===== src/rtl/pipe_stage_chain.sv =====
// pipe_stage_chain: elastic valid/ready register chain with per-stage flush, bubble collapsing, occupancy and optional stall counter (PIPE_STAGE_CHAIN_PERF_EN)
module pipe_stage_chain #(
  parameter int DATA_W = 64,
  parameter int STAGES = 4,
  localparam int CNT_W = $clog2(STAGES + 1)
) (
  input  logic              clk,
  input  logic              arst,
  input  logic              in_valid,
  output logic              in_ready,
  input  logic [DATA_W-1:0] in_data,
  output logic              out_valid,
  input  logic              out_ready,
  output logic [DATA_W-1:0] out_data,
  input  logic [STAGES-1:0] flush,
`ifdef PIPE_STAGE_CHAIN_PERF_EN
  output logic [31:0]       stall_cnt,
`endif
  output logic [CNT_W-1:0]  occupancy
);
  logic [STAGES-1:0] v, rdy, sv;
  logic [DATA_W-1:0] d [STAGES];
  logic [DATA_W-1:0] sd [STAGES];
  assign sv[0] = in_valid;
  assign sd[0] = in_data;
  for (genvar k = 0; k < STAGES; k++) begin : g_st
    if (k > 0) begin : g_src
      assign sv[k] = v[k-1];
      assign sd[k] = d[k-1];
    end
    assign rdy[k] = out_ready | ~&v[STAGES-1:k];
    always_ff @(posedge clk or posedge arst)
      if (arst) begin
        v[k] <= 1'b0;
        d[k] <= '0;
      end else if (flush[k]) v[k] <= 1'b0;
      else if (rdy[k]) begin
        v[k] <= sv[k];
        if (sv[k]) d[k] <= sd[k];
      end
  end
  always_comb begin
    occupancy = '0;
    for (int i = 0; i < STAGES; i++) occupancy = occupancy + CNT_W'(v[i]);
  end
  assign in_ready = rdy[0];
  assign out_valid = v[STAGES-1];
  assign out_data = d[STAGES-1];
`ifdef PIPE_STAGE_CHAIN_PERF_EN
  always_ff @(posedge clk or posedge arst)
    if (arst) stall_cnt <= '0;
    else if (out_valid && !out_ready && ~&stall_cnt) stall_cnt <= stall_cnt + 32'd1;
`endif
endmodule

===== config.mk =====
export PLATFORM = sky130hd
export DESIGN_NAME = pipe_stage_chain
export DESIGN_NICKNAME = d
export VERILOG_FILES = /design/src/rtl/pipe_stage_chain.sv
export SDC_FILE = /design/constraint.sdc
export NUM_CORES = 1
export LEC_CHECK = 0
export BUFFER_PORTS_ARGS = -buffer_cell sky130_fd_sc_hd__buf_2
export CAP_MARGIN = 25
export CORE_ASPECT_RATIO = 1.2
export CORE_UTILIZATION = 45
export DETAILED_ROUTE_END_ITERATION = 10
export GPL_ROUTABILITY_DRIVEN = 1
export SYNTH_ARGS = -nofsm -noshare
export SYNTH_HDL_FRONTEND = slang
export SYNTH_SLANG_ARGS = --single-unit

===== constraint.sdc =====
create_clock -name clk -period 23 [get_ports clk]
set_input_delay 2.3 -clock clk [delete_from_list [all_inputs] [get_ports clk]]
set_output_delay 2.3 -clock clk [all_outputs]
set_load 0.005 [all_outputs]

==> out/metrics.csv <==
metric;value;unit
status;complete, no violations;
cp_common_cell;buf_2;
ir_drop;0.0614;mV
slowest_delay;0.28;ns
cp_slowest_cell;nand4b_1;
wl;18100;µm
cts_setup_buffers;0;
min_period_over_period;0.226;
clkPwrFrac;0.324;
drc;0;
syn_inst;631;
cts_max_level;1;
drtAntennaViolNets;0;
crit_type;in2out;
setup.worst_path.start;out_ready;
setup_viol;0;
finalHoldViolCount;0;
clk_path_buf_depth;3;
fin_tns_setup;0;ns
maxCapViolCount;0;
grt_pass1_vias;5398;
endpoint_kind;primary output;
powerDensity;112;nW/µm²
via_per_inst;4.88;
cts_resized;0;
dieArea;24100;µm²
synthToLayoutAreaGrowth;12.6;%
port_buffers;140;
antenna_found_initial;1;
slew_headroom;0.355;
swShare;0.235;
core;23000;µm²
clk_latency;0.52;ns
antenna_cells;0;
fmax;192;MHz
r2r_end;d[89];
worstMarginPinSlew;0.968;ns
yosysWarnings;0;
path_clk_slew;0.06;ns
start_util;0.458;
stdcell_area;11900;µm²
drv_slew;0;
seqPwrFrac;0.500;
grt_pass1_wl;29100;µm
vias;5111;
synth_area;10500;µm²
reg2reg_slack;20.52;ns
fp.dieH;170;µm
cts_hold_buf;0;
synth_cell_types;21;
cp_cell_sequence;buf_2, nand4b_1, buf_2;
grt_max_degree;126;
grt_use_total;0.155;
die_w;142;µm
worstPathMaxFanout;3;
p_leak;5.81;nW
clock_skew;0.0207;ns
cts_tree;yes;
placed_area;11000;µm²
place.gp.congestion;0.678;
drt-initial-drc-count;144;
drt_first_pass_iters;4;
ys_ff_latch;260;
cts-root-buf;clkbuf_16;
fin_nets;791;
core.rowCount;61;
switchingPower;0.313;mW
syn_area_per_cell;16.7;µm²
hold_path_class;reg2reg;
power.internal;1.02;mW
critical_path_required;20.70;ns
io_pins;141;
worst_ep_arrival_time;2.90;ns
numCtsBuffers;26;
dp_hpwl;11100;µm
final_common_cell;dfrtp_1;
period_minus_slack;5.20;ns
crit_end;in_ready;
wire_per_inst;17.3;µm
combPwrFrac;0.176;
rsz0062_at_grt;false;
drive_gt1_frac;0.610;
rr_startpoint;out_valid;
startpoint_type;input pin;
r2r_cells;4;
cts_sinks;260;
overflow;0;
final_cell_mix;260 x dfrtp_1, 190 x mux2_2, 140 x buf_2, 60 x mux2_4, 27 x clkbuf_16;
yosysSeqAreaShare;0.617;
syn-num-nets;707;
worst min-delay path by stage:
stage / cells past startpoint / start / slack [ns] / endpoint
floorplan: 1 / d[89] / 0.46 / out_data[25]
detailed placement: 1 / out_data[55] / 0.47 / out_data[55]
global placement: 1 / out_data[55] / 0.47 / out_data[55]
CTS: 1 / out_data[55] / 0.49 / out_data[55]
global route: 1 / out_data[55] / 0.51 / out_data[55]
finish: 1 / out_data[55] / 0.48 / out_data[55]
critical path, delay by kind of cell:
kind	cells	cell delay [ns]
buffers and inverters	2	0.32
AND/OR/NAND/NOR	1	0.28
layout make-up:
class,count,area [µm²]
Fill cell,1983,11200
Sequential cell,260,6510
Multi-Input combinational cell,274,3280
Timing Repair Buffer,147,773
Clock buffer,34,752
Tap cell,315,394
Clock inverter,12,135
Inverter,6,30.0
kinds of logic (layout without fill, tap and decap cells):
| kind of cell | count (synthesis) | after routing | share of synthesized area |
|---|---|---|---|
| AND/OR/NAND/NOR | 11 | 11 | 0.00771 |
| buffers and inverters | 97 | 199 | 0.0732 |
| AO/OA/AOI/OAI | 3 | 3 | 0.00202 |
| flip-flops | 260 | 260 | 0.617 |
| adder cells (fa/ha/maj) | 4 | 4 | 0.00546 |
| multiplexers | 256 | 256 | 0.295 |
routing by layer:
metal  share of wire  wire, µm  vias up  track usage
li1                -         -     2302            -
met1            0.43      7760     2663        0.198
met2            0.49      8830      110        0.259
met3           0.062      1120       34       0.0409
met4           0.021       376        2       0.0453
met5         0.00072        13        -            0
registers in the layout, summed over array words and instances (netlist names):
| register | count |
|---|---|
| d | 192 |
| out_data | 64 |
| out_valid | 1 |
| sv | 3 |
synth_stat cells:
library cell,number,area [µm²]
buf_2,14,70.1
a21oi_1,1,5.00
o31ai_1,1,7.51
mux2_2,190,2140
and2b_2,1,8.76
ha_1,3,37.5
and3b_4,1,12.5
dfrtp_1,260,6510
a211o_1,1,8.76
or3b_1,1,8.76
mux2_4,60,901
fa_1,1,20.0
buf_4,64,480
nand4b_1,1,8.76
buf_6,7,78.8
nor3_4,1,16.3
inv_1,6,22.5
nand3b_1,1,7.51
buf_12,6,120
mux2_1,6,67.6
nor2_1,5,18.8
per-stage QoR:
| step | setup WS [ns] | util | cells | power [mW] | hold slack, ns |
|---|---|---|---|---|---|
| after global routing | 17.78 | 0.515 | 1048 | 1.40 | 0.505 |
| after global placement | 17.79 | 0.475 | 1001 | 0.894 | 0.468 |
| after CTS | 17.79 | 0.514 | 1047 | 1.35 | 0.488 |
| final | 17.80 | 0.515 | 1048 | 1.33 | 0.482 |
| after floorplan | 13.54 | - | 631 | 0.876 | 0.459 |
| after detailed placement | 17.79 | 0.475 | 1001 | 0.912 | 0.474 |
power groups by stage:
stage | Sequential [mW] | Clock (mW) | Combinational, mW
finish | 0.665 | 0.431 | 0.234
detailed placement | 0.674 | 0 | 0.238
global route | 0.685 | 0.463 | 0.256
CTS | 0.667 | 0.445 | 0.239
floorplan | 0.649 | 0 | 0.227
global placement | 0.666 | 0 | 0.229
Power figures use the tool's default switching activity.
